[config.mk]
export PLATFORM = sky130hd
export DESIGN_NAME = ha_array_reduce_pipe
export DESIGN_NICKNAME = d
export VERILOG_FILES = /design/src/rtl/ha_array_reduce_pipe_pkg.sv /design/src/rtl/ha_array_reduce_pipe_row_align.sv /design/src/rtl/ha_array_reduce_pipe.sv
export SDC_FILE = /design/constraint.sdc
export NUM_CORES = 1
export LEC_CHECK = 0
export CAP_MARGIN = 20
export CELL_PAD_IN_SITES_DETAIL_PLACEMENT = 0
export CELL_PAD_IN_SITES_GLOBAL_PLACEMENT = 1
export CORE_UTILIZATION = 30
export DETAILED_ROUTE_END_ITERATION = 16
export MAX_ROUTING_LAYER = met4
export PLACE_DENSITY = 0.73
export SLEW_MARGIN = 20
export SYNTH_ARGS = -nofsm -noshare
export SYNTH_HDL_FRONTEND = slang
export SYNTH_HIERARCHICAL = 1
export SYNTH_SLANG_ARGS = --single-unit
[constraint.sdc]
create_clock -name clk -period 7.3 [get_ports clk]
set_clock_uncertainty 0.15 [all_clocks]
set_input_delay 1.095 -clock clk [delete_from_list [all_inputs] [get_ports clk]]
set_output_delay 1.095 -clock clk [all_outputs]
set_load 0.01 [all_outputs]
[src/rtl/ha_array_reduce_pipe_pkg.sv]
`default_nettype none
// ============================================================================
//  Module   : ha_array_pkg
//  Brief    : Shared widths, row struct and weight helper for the HA reducer.
//  Revision : 1.0  initial release
// ============================================================================
package ha_array_pkg;

    localparam int HA_T_W    = 9;
    localparam int HA_B_W    = 7;
    localparam int HA_ARRAYS = 4;
    localparam int SUM_W     = 17;
    localparam int ROW_W     = 16;
    localparam int PART_W    = 13;

    typedef struct packed {
        logic [HA_T_W-1:0] t;
        logic [HA_B_W-1:0] b;
    } ha_row_t;

    function automatic int row_weight_shift(input int k);
        return 2 * k;
    endfunction

endpackage
`default_nettype wire

[src/rtl/ha_array_reduce_pipe_row_align.sv]
`default_nettype none
// ============================================================================
//  Module   : ha_row_align
//  Brief    : Combines one HA array's t/b rows and shifts to the array weight.
//  Revision : 1.0  initial release
// ============================================================================
module ha_row_align
    import ha_array_pkg::*;
#(
    parameter int K = 0
) (
    input  ha_row_t          row_in,
    output logic [ROW_W-1:0] row_out
);

    logic [ROW_W-1:0] w_row_local;

    // b sits two bit positions above t inside each array
    assign w_row_local = ROW_W'(row_in.t) + ROW_W'({row_in.b, 2'b00});
    assign row_out     = w_row_local << row_weight_shift(K);

endmodule
`default_nettype wire

[src/rtl/ha_array_reduce_pipe.sv]
`default_nettype none
// ============================================================================
//  Module   : ha_array_reduce_pipe
//  Brief    : Two-stage valid/ready reducer summing four HA array row pairs
//             into the 16-bit approximate product with overflow flag.
//  Revision : 1.0  initial release
// ============================================================================
module ha_array_reduce_pipe
    import ha_array_pkg::*;
#(
    parameter bit SAT_EN = 1'b1,
    parameter int OUT_W  = 16
) (
    input  logic              clk,
    input  logic              rst_n,
    input  logic              in_valid,
    output logic              in_ready,
    input  logic [HA_T_W-1:0] ha_array_0_t,
    input  logic [HA_B_W-1:0] ha_array_0_b,
    input  logic [HA_T_W-1:0] ha_array_1_t,
    input  logic [HA_B_W-1:0] ha_array_1_b,
    input  logic [HA_T_W-1:0] ha_array_2_t,
    input  logic [HA_B_W-1:0] ha_array_2_b,
    input  logic [HA_T_W-1:0] ha_array_3_t,
    input  logic [HA_B_W-1:0] ha_array_3_b,
    output logic              out_valid,
    input  logic              out_ready,
    output logic [OUT_W-1:0]  product,
    output logic              ovf
);

    ha_row_t           w_rows    [HA_ARRAYS];
    logic [ROW_W-1:0]  w_aligned [HA_ARRAYS];
    logic [ROW_W-1:0]  w_pa_full;
    logic [ROW_W-1:0]  w_pb_full;
    logic [SUM_W-1:0]  w_sum;
    logic [OUT_W-1:0]  w_product;
    logic              w_s1_adv;
    logic              w_s2_adv;
    logic              w_unused_bits;

    logic              r_s1_valid;
    logic [PART_W-1:0] r_pa;
    logic [PART_W-1:0] r_pb;
    logic              r_s2_valid;
    logic [OUT_W-1:0]  r_product;
    logic              r_ovf;

    assign w_rows[0] = {ha_array_0_t, ha_array_0_b};
    assign w_rows[1] = {ha_array_1_t, ha_array_1_b};
    assign w_rows[2] = {ha_array_2_t, ha_array_2_b};
    assign w_rows[3] = {ha_array_3_t, ha_array_3_b};

    for (genvar k = 0; k < HA_ARRAYS; k++) begin : g_row
        ha_row_align #(
            .K (k)
        ) u_align (
            .row_in  (w_rows[k]),
            .row_out (w_aligned[k])
        );
    end

    // pb is kept relative to weight 2^4; the low nibble of rows 2/3 is always zero
    assign w_pa_full = w_aligned[0] + w_aligned[1];
    assign w_pb_full = {4'b0000, w_aligned[2][ROW_W-1:4]}
                     + {4'b0000, w_aligned[3][ROW_W-1:4]};

    assign w_unused_bits = ^{w_pa_full[ROW_W-1:PART_W], w_pb_full[ROW_W-1:PART_W],
                             w_aligned[2][3:0], w_aligned[3][3:0]};

    assign w_sum = {4'b0000, r_pa} + {r_pb, 4'b0000};

    always_comb begin
        w_product = w_sum[OUT_W-1:0];
        if (SAT_EN && w_sum[SUM_W-1]) begin
            w_product = {OUT_W{1'b1}};
        end
    end

    assign w_s2_adv = !r_s2_valid || out_ready;
    assign w_s1_adv = !r_s1_valid || w_s2_adv;
    assign in_ready = w_s1_adv;

    always_ff @(posedge clk) begin
        if (!rst_n) begin
            r_s1_valid <= 1'b0;
            r_pa       <= '0;
            r_pb       <= '0;
        end else if (w_s1_adv) begin
            r_s1_valid <= in_valid;
            if (in_valid) begin
                r_pa <= w_pa_full[PART_W-1:0];
                r_pb <= w_pb_full[PART_W-1:0];
            end
        end
    end

    always_ff @(posedge clk) begin
        if (!rst_n) begin
            r_s2_valid <= 1'b0;
            r_product  <= '0;
            r_ovf      <= 1'b0;
        end else if (w_s2_adv) begin
            r_s2_valid <= r_s1_valid;
            if (r_s1_valid) begin
                r_product <= w_product;
                r_ovf     <= w_sum[SUM_W-1];
            end
        end
    end

    assign out_valid = r_s2_valid;
    assign product   = r_product;
    assign ovf       = r_ovf;

endmodule
`default_nettype wire

# Yosys cells after proc, flatten, opt, wreduce, memory -nomap -nowiden
# Index checks and enable logic that the tools add are counted.
# word_totals
register_bits	45
latchBits	0
ramBits	0
mem_bits_ro	0
memories	0
# classes
addsub	7
mul	0
div_mod_pow	0
order_cmp	0
n_eq_ne	0
shift	0
n_mux	1
bitwise	0
reduce_logical	6
# ops
cell	n
adder 9 x 9 -> 10 bit	4
adder 13 x 17 -> 17 bit	1
2-to-1 mux 16 bit	1
adder 12 x 12 -> 13 bit	1
adder 13 bit	1
AND reduction 2 bit	2
logical NOT 1 bit	2
logical OR 1 bit	2

# Logic depth before layout (Yosys ltp)
# Gate-level depths: netlist of the first run.
# depth
ltp_word	4
mapped_depth	13

# Hierarchy
# The synthesis of the first run kept the hierarchy.
# by_module_without_submodules
module	instances	cells_each	area_each_um2	seq_area_each_um2
ha_array_reduce_pipe	1	339	2995.4	900.9
ha_row_align	4	46	350.3	0.0

# Least setup slack after synthesis of the first run
# Ideal clock, no wire load.
# synth_path
path_type	input -> register
start	input ha_array_0_b[0]
end	register r_pa[12]
arrival_ns	3.417
slack_ns	3.597
path_stages	13
path_buffers	0
path_cell_list	ha_1 inv_1 fa_1 nor2b_1 o31a_1 a21oi_1 ha_1 a21o_1 a221oi_1 o21ai_1 a221oi_2 xnor2_1 a211oi_2
# synth_lines
item	line_no	text
from (decl)	ha_array_reduce_pipe.sv:19	input logic [HA_B_W-1:0] ha_array_0_b,
to (signal assigned)	ha_array_reduce_pipe.sv:92	r_pa <= w_pa_full[PART_W-1:0];
to (decl)	ha_array_reduce_pipe.sv:43	logic [PART_W-1:0] r_pa;

==> results of run 1 <==
-- routing by layer --
metal | share of wire | global-route usage | vias up
li1 | - | - | 1984
met1 | 0.52 | 0.1851 | 1692
met2 | 0.44 | 0.2205 | 60
met3 | 0.029 | 0.01639 | 6
met4 | 0.0051 | 0.02855 | 0
met5 | 0 | - | -
-- final timing paths --
kind                            slack, ns                       to                  from  cells past startpoint
worst max-delay path                 3.15    r_pa[12]$_SDFFE_PN0P_       ha_array_0_b[0]                     14
worst min-delay path                 0.31     r_pb[6]$_SDFFE_PN0P_  r_pb[6]$_SDFFE_PN0P_                      2
worst max register to register       4.64  product[0]$_SDFFE_PN0P_  r_pa[4]$_SDFFE_PN0P_                      8
worst min register to register       0.31     r_pb[6]$_SDFFE_PN0P_  r_pb[6]$_SDFFE_PN0P_                      2
-- report_power, final --
part           internal (mW)  switching, mW
Sequential             0.282         0.0258
Clock                  0.171         0.0880
Combinational          0.247          0.267
-- critical path: cells and delay by family --
kind / cells / cell delay (ns)
buffers and inverters: 2 / 0.52
and+or+nand+nor: 1 / 0.16
xor gates and xnor gates: 1 / 0.17
adders and majority gates: 3 / 0.90
AOI/OAI and AO/OA: 7 / 1.29
-- registers in the layout, indices dropped and copies added, names as in the netlist --
register and cells:
product 16, r_pa 13, r_pb 13, out_valid 1, ovf 1, r_s1_valid 1
-- stage by stage --
step	hold WS [ns]	total power, mW	setup WS (ns)	area [um2]	std cells
floorplan	0.2856	0.6911	3.597	4314	515
global placement	0.3000	0.8154	2.940	5219	751
detailed placement	0.3030	0.8263	2.885	5219	751
CTS	0.3096	1.088	3.158	5391	759
global route	0.3319	1.167	2.841	5391	759
finish	0.3060	1.081	3.149	5391	759
-- layout make-up --
cell class / count / area share
multi-input combinational: 410 / 0.5765
timing repair buffer: 89 / 0.1638
clock inverter: 1 / 0.005570
tap: 180 / 0.04177
inverter: 27 / 0.01880
sequential: 45 / 0.1671
clock buffer: 7 / 0.02646
-- cells in the final DEF, fill, tap and decap left out, types with 5 or more instances in the layout --
master and count:
a221oi_1 5, ha_1 61, conb_1 10, nand2_1 38
nor3_1 20, xor2_1 8, nor2b_1 19, a211oi_1 8
a21o_1 11, nand3_1 13, o221a_2 16, a21oi_1 43
nand4_1 6, o21ai_0 19, xnor2_1 26, nor2_1 28
mux2i_1 5, clkbuf_16 5, clkdlybuf4s50_1 86, dfxtp_1 45
fa_1 7, inv_1 26, o21bai_1 6
==> implementation parameters, run 1 <==
Parameter                              Value

Outcome
  Result of the run ... finished, final reports clean

Clock network
  Insertion delay of the later-clocked pin in the worst-skew pair ... about 0.28 ns
  Deepest level of the CTS H-tree ... 2
  Root buf cell ... clkbuf_16
  Post-CTS setup buffers ... 0
  Hold bufs inserted after CTS ... 0
  Longest Clk Path Bufs ... 2
  Sink count of the clock tree ... 45
  Resized cells post-CTS ... 0
  Number of buffers added by the clock tree synthesis step ... 5
  CTS clk-pin slew, worst paths ... around 0.060 ns
  TritonCTS clock tree ... built

Worst hold path
  Worst hold-check path type ... flip-flop to flip-flop

Worst setup path
  Critical Path AT ... about 4.1 ns
  Worst path most repeated cell ... ha_1
  Crit Path Class ... primary input to flip-flop
  Data required time of the critical path ... 7.28 ns
  CP Launch Type ... primary input
  Worst stage delay on the critical path ... roughly 0.46 ns
  Worst setup EP type ... flip-flop
  CP cell instances ... clkdlybuf4s50_1, ha_1, inv_1, fa_1, nor2b_1, o31a_1, a21oi_1, ha_1, a21o_1, a221oi_1, o21ai_1, a221oi_2, xnor2_1, a211oi_2
  Standard cell with the maximum stage delay on the critical path ... clkdlybuf4s50_1
  Largest fanout on the critical path ... 5

Yosys
  Post-synthesis instance area ... 4292 um2
  Post-Synthesis Cells ... just over 500
  Synth Area per Inst ... around 8.4 um2
  Syn. warnings ... 6

Cells and area
  Area of the multi-input gates ... 3108 um2
  Fraction of layout instances using a drive strength above 1 ... 0.07772
  ANT cells ... 0
  Nets ... 714
  Sequential cell area ... about 900 um2
  Final core occ ... 0.3869
  Area overhead of the layout relative to synthesis ... 25.63%
  Count of filler cells inserted in the layout ... between 1000 and 1500

Place
  Input/output buffers ... 86
  Placed wire-length estimate after detailed placement ... between 7000 and 8000 um
  Final weighted congestion of routability-driven global placement ... roughly 0.76

Timing
  Min cycle time layout ... ~4.2 ns
  Post-route setup TNS ... 0 ns
  Worst slew margin relative to its limit ... 0.3923
  Total of endpoints with negative setup slack in the final report ... 0
  Fmax achieved ... about 0.24 GHz
  Final Max Tran Viols ... 0
  Slew of the pin with the lowest slew margin ... just over 0.9 ns
  Setup repair after global routing missed its margin ... false
  Share of the cycle needed by the critical path after routing ... 0.5686
  Fin. Hold Viols ... 0

Global route
  Number of antenna violations at the first check in global routing ... 0
  Vias in the first global route ... approximately 3600
  Grt ovf ... 0
  Global routing usage summed across all routing layers ... 0.1374
  Global-route wire length before repair ... between 15000 and 20000 um
  Largest net degree at the start of global routing ... 36

Floorplanning
  Die ar. ... 14790 um2
  Core box area ... 13930 um2
  Die boundary height ... 121.6 um
  Die width ... around 120 um
  Std cell rows ... 43
  Initial core utilization ... 0.3080
  I/O pin total ... 87

Drt
  Detailed Route Iter0 Violations ... 192
  Overall routed net length ... between 9000 and 10000 um
  First drt pass iteration count ... 4
  Average wire length per cell after detail routing ... 12.22 um
  Total number of vias ... 3742
  Number of nets with antenna violations after detailed routing ... 0
  Via density per instance ... 4.930
  DR DRC count ... 0

Power and ir drop
  Static Leak ... 2.237 nW
  Power density relative to cell area ... approximately 200 nW/um2
  VDD IR-drop max ... between 90 and 100 uV

Flow run
  Total of max-cap violations ... 0
Note: power is estimated with default switching activity, not from simulation.
==> run 2, diff against run 1 <==
==> constraint.sdc (replaced) <==
create_clock -name clk -period 3.95 [get_ports clk]
set_clock_uncertainty 0.15 [all_clocks]
set_input_delay 0.5925 -clock clk [delete_from_list [all_inputs] [get_ports clk]]
set_output_delay 0.5925 -clock clk [all_outputs]
set_load 0.01 [all_outputs]
==> run 2 against run 1 <==
Register-to-register slack got worse by 3.3 ns. Sequential power is 85% higher. Cell count grew 0.40%. Global-route usage down 0.64 points. Non-clock buffer count grew 3. Critical path depth did not move. Utilization grew 0.16 points. Total power up 84%. Final area is 0.42% higher. Worst setup slack worse by 2.8 ns. Critical path type unchanged.
==> implementation parameters, run 2 (synthesized netlist as in run 1, its figures left out) <==
Parameter                              Value

Outcome
  Result of the run ... finished, final reports clean (unchanged)

Floorplanning
  Die boundary height ... 121.6 um (unchanged)
  Die ar. ... 14790 um2 (unchanged)
  I/O pin total ... 87 (unchanged)
  Initial core utilization ... 0.3080 (unchanged)
  Die width ... 121.6 um (unchanged)
  Core box area ... 13930 um2 (unchanged)
  Std cell rows ... 43 (unchanged)

Clock network
  Number of buffers added by the clock tree synthesis step ... 5 (unchanged)
  Hold bufs inserted after CTS ... 0 (unchanged)
  Deepest level of the CTS H-tree ... 2 (unchanged)
  TritonCTS clock tree ... built (unchanged)
  Post-CTS setup buffers ... 0 (unchanged)
  CTS clk-pin slew, worst paths ... 0.06 ns (about the same)
  Root buf cell ... clkbuf_16 (unchanged)
  Sink count of the clock tree ... 45 (unchanged)
  Insertion delay of the later-clocked pin in the worst-skew pair ... 0.28 ns (about the same)
  Longest Clk Path Bufs ... 2 (unchanged)
  Resized cells post-CTS ... 0 (unchanged)

Cells and area
  ANT cells ... 0 (unchanged)
  Most frequent standard cell in the layout excluding fill and tap cells ... clkdlybuf4s50_1 (unchanged)
  Most frequent cells in the layout ... clkdlybuf4s50_1, ha_1, dfxtp_1 (unchanged)
  Area overhead of the layout relative to synthesis ... 26.15% (was 25.63%)
  Nets ... 717 (was 714)
  Count of filler cells inserted in the layout ... 1431 (was 1404)
  Flip-flop count of the largest register after layout ... 16 (unchanged)
  Final core occ ... 0.3885 (was 0.3869)
  Fraction of layout instances using a drive strength above 1 ... 0.08247 (was 0.07772)

Timing
  Fin. Hold Viols ... 0 (unchanged)
  Worst path setup slack after routing ... 0.3164 ns (was 3.149 ns)
  Slew of the pin with the lowest slew margin ... 0.9017 ns (was 0.9116 ns)
  Share of the cycle needed by the critical path after routing ... 0.9199
  Fmax achieved ... about 0.28 GHz
  Worst slew margin relative to its limit ... 0.3988 (was 0.3923)
  Post-route setup TNS ... 0 ns (unchanged)
  Min cycle time layout ... 3.634 ns
  Final Max Tran Viols ... 0 (unchanged)
  Setup repair after global routing missed its margin ... false (unchanged)
  Total of endpoints with negative setup slack in the final report ... 0 (unchanged)
  Worst hold slack ... 0.3084 ns (was 0.3060 ns)

Place
  DP Worst Slack ... 0.04443 ns (was 2.885 ns)
  Placed wire-length estimate after detailed placement ... 7529 um (was 7519 um)
  Input/output buffers ... 86 (unchanged)
  Final weighted congestion of routability-driven global placement ... 0.7944 (was 0.7634)

Global route
  Number of antenna violations at the first check in global routing ... 0 (unchanged)
  Vias in the first global route ... 3540 (was 3587)
  Grt ovf ... 0 (unchanged)
  Largest net degree at the start of global routing ... 36 (unchanged)
  Global-route wire length before repair ... 15710 um (was 16280 um)
  Global routing usage summed across all routing layers ... 0.1310 (was 0.1374)

Worst setup path
  Worst stage delay on the critical path ... 0.46 ns (about the same)
  Crit Reg-Reg Startpoint ... r_pa[4]$_SDFFE_PN0P_ (unchanged)
  Destination of the worst register-to-register timing path ... product[14]$_SDFFE_PN0P_ (was product[0]$_SDFFE_PN0P_)
  Count of buffering cells on the critical path with inverters included ... 2 (unchanged)
  Critical path's top delay family ... compound AO/OA/AOI/OAI gates (unchanged)
  Cell count of the worst reg-to-reg path ... 8 (unchanged)
  Data required time of the critical path ... 3.92 ns (was 7.28 ns)
  Worst setup EP type ... flip-flop (unchanged)
  Worst path most repeated cell ... ha_1 (unchanged)
  Reg2Reg Setup Slack ... 1.33 ns (was 4.64 ns)
  CP Launch Type ... primary input (unchanged)
  Critical Path AT ... 3.60 ns (was 4.13 ns)
  Standard cell with the maximum stage delay on the critical path ... clkdlybuf4s50_1 (unchanged)
  Largest fanout on the critical path ... 5 (unchanged)
  CP cell instances ... clkdlybuf4s50_1, ha_1, inv_1, fa_1, nor2b_1, o31a_1, a21oi_1, ha_1, a21o_1, a221oi_1, o21ai_1, a221oi_2, xnor2_1, a211oi_2 (unchanged)
  Crit Path Class ... primary input to flip-flop (unchanged)

Drt
  Via density per instance ... 4.954 (was 4.930)
  Overall routed net length ... 9067 um (was 9276 um)
  Detailed Route Iter0 Violations ... 153 (was 192)
  Number of nets with antenna violations after detailed routing ... 0 (unchanged)
  Average wire length per cell after detail routing ... 11.90 um (was 12.22 um)
  DR DRC count ... 0 (unchanged)
  Total number of vias ... 3775 (was 3742)
  First drt pass iteration count ... 4 (unchanged)

Flow run
  Total of max-cap violations ... 0 (unchanged)

Power and ir drop
  Static Leak ... 2.251 nW (was 2.237 nW)
  Final Total Pwr ... 1.994 mW (was 1.081 mW)
  Power density relative to cell area ... 368.3 nW/um2 (was 200.6 nW/um2)
  VDD IR-drop max ... 232.1 uV (was 95.99 uV)

Worst hold path
  Sink of the worst hold path ... r_pa[1]$_SDFFE_PN0P_ (was r_pb[6]$_SDFFE_PN0P_)
  Hold Path Cell Cnt ... 2 (unchanged)
  Min-Delay Startpoint ... r_pa[1]$_SDFFE_PN0P_ (was r_pb[6]$_SDFFE_PN0P_)
  Worst hold-check path type ... flip-flop to flip-flop (unchanged)
-- run 2: cell types whose count changed in the layout (fill, tap and decap cells not counted), sizes merged --
cell,before,now
buf,3,6
-- run 2: worst reg2reg max path, stage by stage, from the launching register on --
cell,delay (ns)
dfxtp_1,0.31
ha_1,0.22
fa_1,0.41
a21oi_1,0.23
o21ai_0,0.13
o21ai_0,0.25
or3_1,0.17
nand3_2,0.28
o221a_2,0.35
-- run 2: report_power, final --
| part | total [mW] | internal (mW) | leakage [nW] | switching [mW] |
|---|---|---|---|---|
| Sequential | 0.569 | 0.522 | 0.371 | 0.0475 |
| Combinational | 0.950 | 0.461 | 1.80 | 0.490 |
| Clock | 0.474 | 0.316 | 0.0841 | 0.158 |
-- run 2: layer usage --
metal  vias to the layer above  track usage  wire length (um)
li1                       1989            -                 -
met1                      1705       0.1762              4709
met2                        77       0.2163              4003
met3                         4      0.01498               315
met4                         0      0.01620                39
met5                         -            -                 0
-- run 2: worst max-delay path by stage --
stage,depth (start not counted),endpoint,from,slack [ns]
floorplan,13,r_pa[12]$_SDFFE_PN0P_,ha_array_0_b[0],0.75
global placement,14,r_pa[12]$_SDFFE_PN0P_,ha_array_0_b[0],0.09
detailed placement,14,r_pa[12]$_SDFFE_PN0P_,ha_array_0_b[0],0.04
CTS,14,r_pa[12]$_SDFFE_PN0P_,ha_array_0_b[0],0.32
global route,14,r_pa[12]$_SDFFE_PN0P_,ha_array_0_b[0],0.07
finish,14,r_pa[12]$_SDFFE_PN0P_,ha_array_0_b[0],0.32
-- run 2: cell type report --
type,count,area (um2),share of cell area
flip-flops and latches,45,900.9,0.1664
clock inverters,1,30.03,0.005547
inverters,27,101.3,0.01872
multi-input cells,410,3108,0.5741
clock buffers,7,142.6,0.02635
well taps,180,225.2,0.04160
repair buffers,92,905.9,0.1673
-- run 2: through the flow --
| stage | cell area [um2] | instances |
|---|---|---|
| after floorplan | 4314 | 515 |
| after global placement | 5241 | 754 |
| after detailed placement | 5241 | 754 |
| after CTS | 5414 | 762 |
| after global routing | 5414 | 762 |
| final | 5414 | 762 |
